===== src/rtl/alu_shift_seq.sv =====
// Sequential shifter: SLL/SLLI/SLR/SLRI, one bit per SHIFT cycle, with a valid/ready request and response.
// Define ALU_SHIFT_SEQ_FAST_EN to shift up to 4 bits per SHIFT cycle instead.
package simple_processor_pkg;
  localparam int unsigned DATA_WIDTH = 32;

  typedef enum logic [3:0] {
    FUNC_SLL  = 4'h4,
    FUNC_SLLI = 4'h5,
    FUNC_SLR  = 4'h6,
    FUNC_SLRI = 4'h7
  } func_e;
endpackage

module alu_shift_seq #(
  parameter int unsigned DATA_WIDTH = simple_processor_pkg::DATA_WIDTH,
  parameter int unsigned SHAMT_W    = $clog2(DATA_WIDTH)
) (
  input  logic                  clk_i,
  input  logic                  arst_ni,
  input  logic                  req_valid_i,
  output logic                  req_ready_o,
  input  logic [3:0]            func_i,
  input  logic [DATA_WIDTH-1:0] rs1_data_i,
  input  logic [DATA_WIDTH-1:0] rs2_data_i,
  input  logic [5:0]            imm_i,
  output logic                  rsp_valid_o,
  input  logic                  rsp_ready_i,
  output logic [DATA_WIDTH-1:0] result_o,
  output logic                  err_o,
  output logic                  busy_o
);

  typedef enum logic [1:0] {
    IDLE,
    SHIFT,
    DONE
  } state_e;

  state_e                state_q, state_d;
  logic [SHAMT_W-1:0]    count_q, count_d;
  logic [DATA_WIDTH-1:0] work_q, work_d;
  logic                  left_q, left_d;
  logic                  err_q, err_d;

  logic [SHAMT_W-1:0]    dec_shamt;
  logic                  dec_left;
  logic                  dec_ok;
  logic [SHAMT_W-1:0]    step;

  // Only the low SHAMT_W bits of the shift-amount sources matter.
  logic unused_shamt_hi;
  assign unused_shamt_hi = ^{rs2_data_i, imm_i};

  always_comb begin
    dec_shamt = '0;
    dec_left  = 1'b0;
    dec_ok    = 1'b1;
    case (func_i)
      simple_processor_pkg::FUNC_SLL: begin
        dec_shamt = rs2_data_i[SHAMT_W-1:0];
        dec_left  = 1'b1;
      end
      simple_processor_pkg::FUNC_SLLI: begin
        dec_shamt = imm_i[SHAMT_W-1:0];
        dec_left  = 1'b1;
      end
      simple_processor_pkg::FUNC_SLR: begin
        dec_shamt = rs2_data_i[SHAMT_W-1:0];
      end
      simple_processor_pkg::FUNC_SLRI: begin
        dec_shamt = imm_i[SHAMT_W-1:0];
      end
      default: dec_ok = 1'b0;
    endcase
  end

`ifdef ALU_SHIFT_SEQ_FAST_EN
  always_comb begin
    step = (count_q > SHAMT_W'(4)) ? SHAMT_W'(4) : count_q;
  end
`else
  always_comb begin
    step = SHAMT_W'(1);
  end
`endif

  always_comb begin
    state_d = state_q;
    count_d = count_q;
    work_d  = work_q;
    left_d  = left_q;
    err_d   = err_q;
    case (state_q)
      IDLE: begin
        if (req_valid_i) begin
          left_d = dec_left;
          if (!dec_ok) begin
            err_d   = 1'b1;
            work_d  = '0;
            count_d = '0;
            state_d = DONE;
          end else begin
            err_d   = 1'b0;
            work_d  = rs1_data_i;
            count_d = dec_shamt;
            state_d = (dec_shamt == '0) ? DONE : SHIFT;
          end
        end
      end
      SHIFT: begin
        work_d  = left_q ? (work_q << step) : (work_q >> step);
        count_d = count_q - step;
        if (count_q == step) state_d = DONE;
      end
      DONE: begin
        if (rsp_ready_i) begin
          state_d = IDLE;
          work_d  = '0;
          count_d = '0;
          err_d   = 1'b0;
        end
      end
      default: state_d = IDLE;
    endcase
  end

  always_ff @(posedge clk_i or negedge arst_ni) begin
    if (!arst_ni) begin
      state_q <= IDLE;
      count_q <= '0;
      work_q  <= '0;
      left_q  <= 1'b0;
      err_q   <= 1'b0;
    end else begin
      state_q <= state_d;
      count_q <= count_d;
      work_q  <= work_d;
      left_q  <= left_d;
      err_q   <= err_d;
    end
  end

  // Outputs decode straight from state so reset clears them without waiting for a clock.
  assign req_ready_o = (state_q == IDLE);
  assign busy_o      = (state_q != IDLE);
  assign rsp_valid_o = (state_q == DONE);
  assign result_o    = rsp_valid_o ? work_q : '0;
  assign err_o       = rsp_valid_o & err_q;

endmodule


===== config.mk =====
export PLATFORM = sky130hd
export DESIGN_NAME = alu_shift_seq
export DESIGN_NICKNAME = d
export VERILOG_FILES = /design/src/rtl/alu_shift_seq.sv
export SDC_FILE = /design/constraint.sdc
export NUM_CORES = 1
export LEC_CHECK = 0
export ABC_CLOCK_PERIOD_IN_PS = 2600
export CAP_MARGIN = 40
export CORE_ASPECT_RATIO = 1.1
export CORE_MARGIN = 2
export CORE_UTILIZATION = 42
export DETAILED_ROUTE_END_ITERATION = 8
export GPL_TIMING_DRIVEN = 0
export PLACE_DENSITY_LB_ADDON = 0.12
export REMOVE_ABC_BUFFERS = 1
export SLEW_MARGIN = 0
export SYNTH_ARGS = -nofsm -noshare
export SYNTH_HDL_FRONTEND = slang
export SYNTH_SLANG_ARGS = --single-unit

===== constraint.sdc =====
create_clock -name clk_i -period 2.6 [get_ports clk_i]
set_input_delay 0.26 -clock clk_i [delete_from_list [all_inputs] [get_ports clk_i]]
set_output_delay 0.26 -clock clk_i [all_outputs]
set_load 0.005 [all_outputs]

Word level (Yosys, flattened, before mapping). Index checks and enable logic that the tools add are counted. W data, S select, Z words.

Bits in registers: 41. Input bits: 78. Output and inout bits: 36. Word-level logic and storage cells: 53.

Add/sub/neg operators: 1. Equality and inequality tests: 10. Multiplexer cells: 23. Bitwise logic cells: 1. Reduce and logical (&&, ||, !) cells: 13.

Operator list (count): $mux W32 (5); $pmux W32 S3 (1); $eq A4 B3 Y1 const B (4); $mux W5 (3); $pmux W5 S3 (1); $mux W2 (5); $pmux W5 S2 (1); $reduce_and A3 Y1 (3); $pmux W2 S3 (1); $reduce_or A2 Y1 (3); $eq A5 B1 Y1 const B (1); $logic_not A5 Y1 (1); $mux W1 (5); $sub A5 B1 Y5 const B (1); $ne A2 B2 Y1 const B (2); $reduce_bool A2 Y1 (2); $reduce_or A4 Y1 (1); $reduce_bool A3 Y1 (1); $eq A2 B1 Y1 const B (1); $eq A2 B2 Y1 const B (1); $logic_not A2 Y1 (1); $ne A2 B1 Y1 const B (1); $pmux W1 S2 (1); $reduce_and A2 Y1 (1); $and A1 B1 Y1 (1).

Logic depth before layout (Yosys ltp).
Depth in word-level cells: 8. Mapped depth: 9. Mapped depth without buffers: 6.

Least setup slack after synthesis. No wires, ideal clock.

Path kind: register to register. Start point: reg state_q[0]. End point: reg count_q[2]. Library setup time: 126 ps. Arrival: 1662 ps. Required time: 2474 ps. Path slack: 812 ps. Cell stages (with the launch flop): 8. Buffers on the path: 2. Clock period less this slack: 1788 ps. Cells stage by stage: dfrtp_1 -> inv_1 -> ha_1 -> buf_6 -> nor2b_4 -> a211o_4 -> buf_6 -> a221o_1.

Longest elaborated chain between the ends: 3. Elaborated cells between the ends (all ways): 8. Those cells by class: eq/ne (4); mux (1); reduce/logical (3).

Ends and longest elaborated chain: start: declaration (line 39) `state_e state_q, state_d;`; start signal: assignment (line 135) `state_q <= state_d;`; $eq A2 B2 Y1 (*); named net rsp_valid_o (line 26) `output logic rsp_valid_o,`; $ne A2 B1 Y1 (no source line) or $reduce_bool A3 Y1 (tied branches); $reduce_and A3 Y1 (no source line); end signal: assignment (line 136) `count_q <= count_d;`; end: declaration (line 40) `logic [SHAMT_W-1:0] count_q, count_d;`.

The timed path passes the listed nets; every way through them passes the cells marked *. A chain may end at the register's enable or synchronous reset.

Final worst setup path.
Start point: reg state_q[0]. End point: out result_o[20].

Longest elaborated chain between the ends: 2.

Ends and longest elaborated chain: $eq A2 B2 Y1 (line 146) `assign rsp_valid_o = (state_q == DONE);`; $mux W32 (line 147) `assign result_o = rsp_valid_o ? work_q : '0;`; end: declaration (line 28) `output logic [DATA_WIDTH-1:0] result_o,`.

Every way passes these cells.

==> results by group <==
STA
  • Final Max Tran Viols: 0
  • Final hold violations: 0
  • Worst-case hold slack: slightly above 0.4 ns
  • Unrepaired setup endpoints after global routing: no
  • Slew headroom: 57.4%
  • Skew final: just under 0.005 ns
  • Min setup slack post-route: around 0.29 ns
  • Fmax achieved: between 400 and 500 MHz
  • Worst slew pin tran: 0.638 ns
  • Final setup viols: 0
  • Tmin final: ~2.3 ns
  • Crit share post-route: about nine tenths

GRT
  • Largest net degree at the start of global routing: between 70 and 80
  • Grt total ovfl: 0
  • Initial antenna violation count: 0
  • Met3 Use GR: about 5.7%
  • Vias in the first global route: approximately 2,200
  • Global router's overall resource usage: 21.0%
  • M1 GR Usage: 28.4%
  • First-pass GRT wire length: about 11,000 µm
  • Grt peak-use layer: met2
  • Grt met2 use: 33.7%

Placement
  • Port bufs: 85
  • Dpl cells: 412
  • Setup WS pre-CTS: 0.0655 ns
  • Final Wtd Congestion: approximately 0.77
  • DP Area: around 3400 µm²
  • Detailed placer's ending HPWL: roughly 4600 µm

Cells and area
  • Nets: 428
  • Post-layout util: roughly three fifths
  • Synthesis-to-layout area growth: 41.9%
  • Final cell count without fillers: between 400 and 500
  • Fill cells: ~560
  • Share of cells above drive strength 1: between 8 and 9%
  • Antenna diode count: 0
  • Design Area, Final: between 3000 and 4000 µm²

Synthesis
  • Post-synth design cell area: roughly 2500 µm²
  • Seq cells post-synth: slightly above 40
  • Register area share after synthesis: 41.7%
  • Asr flop ratio synth: 100%
  • Post-synthesis cell count: around 270
  • Synth top cells by count: dfrtp_1, nand2_1, and2_1, o21ai_0, a222oi_1
  • Synth warnings: 0
  • Syn_area_per_cell: 9.22 µm²
  • EDFF count, synth: 0
  • Largest area contributor in the netlist: dfrtp_1
  • Cell with the most instances after synthesis: dfrtp_1
  • Netlist cell types: 34
  • Most used DFF post-synth: dfrtp_1
  • Synth area leaders: dfrtp_1, a222oi_1, and2_1, o21ai_0, nand2_1
  • Post-synth top area share: 41.7%

Worst setup path
  • Critical Path RT: 2.34 ns
  • Crit path max fanout: 21
  • WP data arrival: 2.05 ns
  • CP Launch Type: register
  • CP endpoint kind: primary output
  • Reg2Reg Depth: 7
  • CP Class: register to primary output

Route
  • Vias: 2,392
  • DRT Wirelength: between 7000 and 8000 µm
  • Avg WL per Cell: approximately 17 µm
  • Avg Vias per Cell: 5.68
  • Antenna Violating Nets Remaining: 0
  • Detailed Routing Iterations Pass 1: 7
  • Initial DRC count: between 200 and 250
  • Drt drc: 0

Pwr
  • Internal: roughly 0.0017 W
  • Power density cells: 839 nW/µm²
  • Leak: ~1.4 nW
  • Psw: 0.00122 W
  • Max VDD drop: between 0.0004 and 0.0005 V
  • Clock group share of total power: about 15%
  • Sw Share: about two fifths
  • Comb pwr share: 48.1%
  • Sequential share of power: 37.1%

Floorplan
  • Starting Density: between 40% and 50%
  • Cell row count: 29
  • Die Span X: about 77 µm
  • Core outline area: roughly 5700 µm²
  • I/O pin total: about 110
  • Die ar.: around 6500 µm²
  • Chip height: between 80 and 90 µm

Clocking
  • H-tree depth reported by CTS: 2
  • Clock edge transition at the registers on the reported setup and hold paths: around 0.080 ns
  • Num Clock Sinks: between 40 and 50
  • CTS tree: yes
  • Bufs on Longest Clock Path: 2
  • Inserted Clock Buffers: 5
  • Worst skew pair latency: between 0.2 and 0.3 ns
  • Clk root buf: clkbuf_8

Hold path
  • Worst hold path type: input pin to async pin

Job
  • Max_cap viols: 0

Status
  • Status: finished clean
-- critical path: stages (launching register included) --
cell,delay [ns]
dfrtp_1,0.42
inv_1,0.09
ha_2,0.37
buf_8,0.20
and2_1,0.16
clkdlybuf4s50_1,0.50
-- power by group through the flow --
| stage | registers, W | clock network, W | logic, W |
|---|---|---|---|
| final | 0.00109 | 0.000433 | 0.00141 |
| after global routing | 0.00112 | 0.000470 | 0.00157 |
| after CTS | 0.00108 | 0.000445 | 0.00137 |
| after detailed placement | 0.00109 | 0 | 0.00136 |
| after global placement | 0.00108 | 0 | 0.00129 |
| after floorplan | 0.00102 | 0 | 0.000816 |
-- metrics by stage --
stage / TNS [ns] / power (W)
floorplan: 0 / 0.00184
global placement: -17.77 / 0.00237
detailed placement: 0 / 0.00246
CTS: 0 / 0.00290
global route: 0 / 0.00316
finish: 0 / 0.00293
-- registers in the layout, summed over array words and instances (netlist names) --
signal and flops:
left_q 1, err_q 1, state_q 2, count_q 5, work_q 32
-- final cells by class --
cell class | count | area, µm² | share of cell area [%]
Clock inverter | 1 | 7.51 | 0.215
Timing Repair Buffer | 91 | 936 | 26.8
Multi-Input combinational cell | 198 | 1320 | 37.8
Sequential cell | 41 | 1030 | 29.4
Tap cell | 77 | 96.3 | 2.76
Inverter | 7 | 26.3 | 0.752
Clock buffer | 6 | 82.6 | 2.36
-- layout by cell type (no fill, tap or decap), types with 2 or more instances in the layout --
master           netlist  layout
dfrtp_1               41      41
clkbuf_8               0       6
o31ai_1                4       4
nor2_1                 9       7
nor2_2                 0       2
nor3_1                 2       2
a221o_1                2       2
ha_1                   6       5
mux2_2                 5       5
and2_1                35      35
buf_8                  0       4
clkdlybuf4s50_1        0      84
o21ai_1                3       3
o221a_2                2       2
inv_1                  7       7
nand2b_1               4       4
a222oi_1              29      29
a21oi_1                5       5
a221oi_1               2       2
nand2_1               40      40
o21ai_0               35      35
-- path summary, 6_finish.rpt --
kind	from	end	slack (ns)
worst max-delay path	state_q[0]$_DFFE_PN0P_	result_o[20]	0.29
worst min-delay path	arst_ni	err_q$_DFFE_PN0P_	0.41
worst max register to register	state_q[1]$_DFFE_PN0P_	work_q[3]$_DFFE_PN0P_	0.31
worst min register to register	err_q$_DFFE_PN0P_	err_q$_DFFE_PN0P_	0.54
max in group asynchronous	arst_ni	count_q[0]$_DFFE_PN0P_	1.72
min in group clk_i	err_q$_DFFE_PN0P_	err_q$_DFFE_PN0P_	0.54
-- per-layer routing --
layer	wire length, µm	part of all wire (%)	vias to the layer above
met1	3170	45	1153
met4	65	0.92	0
li1	-	-	1155
met3	481	6.8	6
met2	3380	48	78
met5	0	0	-
-- kinds of logic (layout without fill, tap and decap cells) --
| family | Yosys count | count (layout) | synth area share, % |
|---|---|---|---|
| AOI/OAI and AO/OA | 89 | 90 | 27.4 |
| adders and majority gates | 6 | 6 | 3.05 |
| buffers and inverters | 29 | 105 | 5.49 |
| DFF | 41 | 41 | 41.7 |
| muxes | 6 | 6 | 2.69 |
| and+or+nand+nor | 96 | 96 | 19.7 |
-- timing repair --
action	4_1_cts	5_1_grt
setup endpoints to repair	0	23
endpoints found under the hold margin	13	0
gates resized for setup	0	1
hold buffers	1	0
setup buffers	0	0
Note: power is estimated with default switching activity, not from simulation.
==> RTL edit 1: new RTL, same settings <==
Build with the macro `ALU_SHIFT_SEQ_FAST_EN` defined.
--- a/src/rtl/alu_shift_seq.sv
+++ b/src/rtl/alu_shift_seq.sv
@@ -1,4 +1,6 @@
 // Sequential shifter: SLL/SLLI/SLR/SLRI, one bit per SHIFT cycle, with a valid/ready request and response.
 // Define ALU_SHIFT_SEQ_FAST_EN to shift up to 4 bits per SHIFT cycle instead.
+`define ALU_SHIFT_SEQ_FAST_EN
+
 package simple_processor_pkg;
   localparam int unsigned DATA_WIDTH = 32;
Check against the original RTL: not equivalent (Yosys sat finds a counterexample within 4 cycles, from zero or initial values and one cycle with arst_ni low).
==> RTL edit 1 against the unedited design <==
Wire length is 130% higher; power is 120% higher; worst setup slack got worse by 250 ps; worst hold slack improved by 85 ps; synthesized cell count increased by 130%; count of clock-buffer cells in the layout grew 1; design area grew 69%; sequential cell count unchanged; via count up 110%; synthesized area increased by 89%; largest power group unchanged.
==> RTL edit 1: results (changes against the unedited design) <==
| Metric | Value |
|---|---|
| Result of the run | `finished clean` |
| Number of DRC violations after detailed-routing iteration 0 | `656 (+180%)` |
| Total global routing track utilization | `27.1% (+6.2 points)` |
| Worst ir drop on vdd | `0.618 mV (+43%)` |
| Logic depth of the worst register-to-register path | `4 (-3)` |
| CTS root buf | `clkbuf_16` |
| Register clock-pin slew on the reported worst setup and hold paths | `60 ps (-20 ps)` |
| Non-Filler Instances | `801 (+90%)` |
| HP Class | `in -> async` |
| Routed length per instance | `20.4 µm (+21%)` |
| Nets | `738 (+72%)` |
| Commonest cells post-synth | `77 x nand2_1, 58 x mux2i_1, 52 x a21oi_1` |
| Antenna viol nets, final | `0 (unchanged)` |
| Pin count of the biggest net entering global routing | `42 (-42%)` |
| RD Place Congestion | `0.906 (+18%)` |
| Drt pass-1 iters | `6 (-1)` |
| Period utilisation layout | `98.6% (+9.6 points)` |
| Number of antenna violations at the first check in global routing | `0 (unchanged)` |
| Vias after detailed routing | `5124 (+110%)` |
| Worst endpoint data arrival time | `2740 ps (+690 ps)` |
| Most frequently used flop master after synthesis | `dfrtp_1` |
| Worst-case register-to-register setup slack | `40 ps (-270 ps)` |
| Placed cell count | `788 (+91%)` |
| Biggest area contributors in the synthesized netlist | `dfrtp_1 22%, mux2i_1 13%, nand2_1 6.2%` |
| Fillers | `1063 (+91%)` |
| Fraction of layout cells with a size suffix above 1 | `11.0% (+2.9 points)` |
| Num CTS Buffers | `5 (unchanged)` |
| Number of global-route vias before repair | `5038 (+130%)` |
| Setup clock skew after layout | `5.30 ps (+0.476 ps)` |
| CP max stage delay | `760 ps (+260 ps)` |
| Relative max-transition margin | `51.8% (-5.6 points)` |
| Post-placement worst setup slack | `-570 ps (-636 ps)` |
| Post-synthesis async set-or-reset flop share | `100% (unchanged)` |
| I/O Buffers | `85 (unchanged)` |
| Detail Placement HPWL | `11.2 mm (+140%)` |
| Number of different library cells in the post-synthesis netlist | `63 (+85%)` |
| Wire length of the first global-routing pass | `26.4 mm (+140%)` |
| Synthesized netlist cell count | `609 (+130%)` |
| Clock network latency to the later pin of the worst-skew pair | `290 ps (about the same)` |
| Depth of the CTS H-tree | `2 (unchanged)` |
| Final-layout worst hold slack | `498 ps (+85.0 ps)` |
| Cell with the biggest individual delay on the critical path | `dfrtp_4` |
| Top flop regs | `work_q (32), count_q (5), state_q (2)` |
| Deepest clock path buffer count | `2 (unchanged)` |
| Slew Viols, Final | `0 (unchanged)` |
| Sequential fraction of the synthesis area | `22.1% (-20 points)` |
| Warning count from the yosys run | `0 (unchanged)` |
| Pleak | `2.32 nW (+69%)` |
| Number of inserted diodes | `0 (unchanged)` |
| Critical path peak fanout | `41 (+95%)` |
RTL edit 1: cell count changes after synthesis, moves of 16 or more:
cell,unedited run,this run
clkbuf_1,11,48
o22ai_1,0,16
mux2i_1,1,58
nor2_1,9,37
nand3_1,1,34
nand2_1,40,77
a21oi_1,5,52
a222oi_1,29,0
RTL edit 1: critical path: cells and delay by family (launching register included):
kind            cells  cell delay [ps]
simple gates        2             1170
compound gates      2              480
flops               1              760
RTL edit 1: logic make-up after synthesis:
family	Yosys count	share of synthesized area (%)
multiplexers	76	19.0
AND/OR/NAND/NOR	236	25.5
AO/OA/AOI/OAI	166	23.3
buffers and inverters	82	8.24
other	2	0.162
flip-flops	41	22.1
adder cells (fa/ha/maj)	6	1.62
RTL edit 1: final cells by class:
cell class                 instances  area, µm²  share of cell area, %
tap                              147        184                   3.12
clock buffer                       7        143                   2.42
sequential                        41       1040                   17.6
multi-input combinational        487       3330                   56.4
timing repair buffer             111       1180                   20.0
inverter                           8       30.0                  0.509
RTL edit 1: path summary, 6_finish.rpt:
path	from	to
setup reg to reg	left_q$_DFFE_PN0P_	work_q[10]$_DFFE_PN0P_
hold / removal	arst_ni	work_q[7]$_DFFE_PN0P_
min in group clk_i	func_i[1]	left_q$_DFFE_PN0P_
setup / recovery	left_q$_DFFE_PN0P_	work_q[10]$_DFFE_PN0P_
hold reg to reg	err_q$_DFFE_PN0P_	err_q$_DFFE_PN0P_
max in group asynchronous	arst_ni	work_q[22]$_DFFE_PN0P_
RTL edit 1: power by group:
part / internal [mW] / switching (mW) / total (mW)
Clock: 0.378 / 0.273 / 0.651
Sequential: 0.859 / 0.664 / 1.52
Combinational: 1.88 / 2.33 / 4.21
Total: 3.12 / 3.26 / 6.38
RTL edit 1: layer usage:
layer  GRT usage, %  wire length, µm  share of wire [%]
met2           44.9             7580                 46
met1           35.3             6780                 42
met4           9.91              504                3.1
met3           5.35             1450                8.9
met5              0                0                  0
RTL edit 1: per-stage QoR:
step	util, %	instance area, µm²	TNS (ps)
2_1_floorplan	-	4290	-44850
6_report	54.4	5900	0
3_3_place_gp	49.0	5330	-98370
4_1_cts	54.0	5870	0
3_5_place_dp	52.0	5650	-11020
5_1_grt	54.4	5900	-3.42
RTL edit 1: timing repair:
item	CTS	global route
endpoints found under the setup margin	37	14
gates resized for setup	11	6
pin swaps	1	1
cloned	0	1
hold endpoints to repair	20	0
buffers inserted	4	0
hold buffers	1	0
==> RTL edit 2: new RTL, config.mk and constraints unchanged <==
Without the edit above. Make the reset (`arst_ni`) synchronous in one clocked block.
--- a/src/rtl/alu_shift_seq.sv
+++ b/src/rtl/alu_shift_seq.sv
@@ -125,5 +125,5 @@
   end
 
-  always_ff @(posedge clk_i or negedge arst_ni) begin
+  always_ff @(posedge clk_i) begin
     if (!arst_ni) begin
       state_q <= IDLE;
Check against the original RTL: differs if arst_ni is asserted again (counterexample within 4 cycles, from zero or initial values and one cycle with arst_ni low); with arst_ni held inactive, the same outputs for 10 cycles.
==> RTL edit 2 against the unedited design <==
Synthesized area grew 4.9%; sequential cell count is the same; die area grew 4.7%; wire length shrank 5.6%; synthesized cell count grew 22%; highest routed layer unchanged; power shrank 26%; worst setup slack lost 8.1 ps; design area grew 5.1%.
==> RTL edit 2: results (changes against the unedited design) <==
| Metric | Value |
|---|---|
| Detail Placement HPWL | `4.66 mm (+1.3%)` |
| Post-synthesis async set-or-reset flop share | `0% (-100 points)` |
| Total global routing track utilization | `19.4% (-1.5 points)` |
| Clock network latency to the later pin of the worst-skew pair | `290 ps (about the same)` |
| CTS root buf | `clkbuf_8` |
| Deepest clock path buffer count | `2 (unchanged)` |
| Family of cells with the greatest summed delay on the critical path | `buffers and inverters` |
| Number of antenna violations at the first check in global routing | `0 (unchanged)` |
| Commonest cells post-synth | `66 x nor2_1, 41 x dfxtp_1, 38 x a21oi_1` |
| Cell with the biggest individual delay on the critical path | `clkdlybuf4s50_1` |
| Detailed-route wire length | `6.70 mm (-5.6%)` |
| Depth of the CTS H-tree | `2 (unchanged)` |
| I/O Buffers | `85 (unchanged)` |
| Number of instances on the worst hold path | `2` |
| Nets | `484 (+13%)` |
| Number of DRC violations after detailed-routing iteration 0 | `113 (-53%)` |
| Num CTS Buffers | `5 (unchanged)` |
| Total negative slack | `0 ps (unchanged)` |
| Number of inserted diodes | `0 (unchanged)` |
| Result of the run | `finished clean` |
| Sequential fraction of the synthesis area | `31.8% (-9.9 points)` |
| Drt pass-1 iters | `4 (-3)` |
| Setup clock skew after layout | `8.21 ps (+3.39 ps)` |
| RD Place Congestion | `0.848 (+10%)` |
| Critical path peak fanout | `27 (+29%)` |
| Worst endpoint data arrival time | `roughly 2000 ps` |
| Fillers | `552 (-1.1%)` |
| Number of global-route vias before repair | `2300 (+3.0%)` |
| Postcts setup bufs | `0 (unchanged)` |
| Warning count from the yosys run | `0 (unchanged)` |
| Register clock-pin slew on the reported worst setup and hold paths | `80 ps (about the same)` |
| Fraction of layout cells with a size suffix above 1 | `6.00% (-2.1 points)` |
| Logic depth of the worst register-to-register path | `7 (unchanged)` |
| HP Class | `reg -> reg` |
| Vias after detailed routing | `2577 (+7.7%)` |
| Pin count of the biggest net entering global routing | `28 (-61%)` |
| Top flop regs | `work_q (32), count_q (5), state_q (2)` |
| CP max stage delay | `500 ps (about the same)` |
| Slew of the pin with the lowest slew margin | `876 ps (+237 ps)` |
| Final setup violating endpoints | `0 (unchanged)` |
| Pleak | `1.25 nW (-9.0%)` |
| Post-place instance area | `3570 µm² (+5.7%)` |
| Number of different library cells in the post-synthesis netlist | `36 (+5.9%)` |
| Worst ir drop on vdd | `0.319 mV (-26%)` |
| Wire length of the first global-routing pass | `10.8 mm (-2.9%)` |
| Most frequently used flop master after synthesis | `dfxtp_1` |
| Biggest area contributors in the synthesized netlist | `dfxtp_1 32%, mux2i_1 13%, nor2_1 9.6%` |
==> RTL edit 2: final timing paths <==
path                                              start                       to  slack, ps
worst max-delay path            state_q[0]$_SDFFE_PN0P_             result_o[25]        280
worst min-delay path            work_q[31]$_SDFFE_PN0P_  work_q[31]$_SDFFE_PN0P_        520
worst max register to register  state_q[0]$_SDFFE_PN0P_  work_q[31]$_SDFFE_PN0P_        280
worst min register to register  work_q[31]$_SDFFE_PN0P_  work_q[31]$_SDFFE_PN0P_        520
==> RTL edit 2: layout make-up <==
type,count,share of cell area [%]
timing repair buffer,92,27.4
inverter,6,0.614
clock buffer,7,2.35
sequential,41,22.4
multi-input combinational,254,44.6
tap,77,2.63
==> RTL edit 2: metrics by stage <==
| step | hold slack, ps | util [%] | worst slack [ps] | total power [mW] | cells |
|---|---|---|---|---|---|
| 3_3_place_gp | 503 | 58.4 | -1360 | 1.65 | 462 |
| 5_1_grt | 529 | 62.8 | 56.5 | 2.30 | 477 |
| 6_report | 515 | 62.8 | 278 | 2.15 | 477 |
| 2_1_floorplan | 398 | - | -477 | 1.34 | 300 |
| 4_1_cts | 521 | 62.6 | 74.1 | 2.16 | 476 |
| 3_5_place_dp | 511 | 61.2 | 91.9 | 1.73 | 469 |
==> RTL edit 2: report_power, final <==
part | leakage [nW] | internal [mW] | switching (mW)
Clock | 0.0443 | 0.211 | 0.220
Sequential | 0.338 | 0.748 | 0.116
Combinational | 0.871 | 0.444 | 0.415
Total | 1.25 | 1.40 | 0.751
==> RTL edit 2: timing repair <==
| item | in CTS | in global routing |
|---|---|---|
| hold buffers | 0 | 0 |
| endpoints found under the setup margin | 0 | 27 |
| resized for setup | 0 | 0 |
==> RTL edit 2: tightest hold or removal path, delay by kind of cell, from the launching register on <==
kind,cells,cell delay (ps)
flops,1,330
simple gates,1,100
compound gates,1,50
==> RTL edit 2: cell families after synthesis <==
logic type | count (synthesis) | share of synthesized area, %
AO/OA/AOI/OAI | 89 | 22.5
flip-flops | 41 | 31.8
multiplexers | 35 | 13.6
adder cells (fa/ha/maj) | 6 | 2.91
AND/OR/NAND/NOR | 121 | 23.1
buffers and inverters | 33 | 5.38
XOR/XNOR | 2 | 0.678
==> RTL edit 2: layer usage <==
metal | wire length, µm | vias up | part of all wire (%) | GRT usage (%)
li1 | - | 1303 | - | -
met1 | 3100 | 1192 | 46 | 24.9
met2 | 3150 | 74 | 47 | 32.8
met3 | 363 | 8 | 5.4 | 4.06
met4 | 93 | 0 | 1.4 | 6.22
met5 | 0 | - | 0 | 0
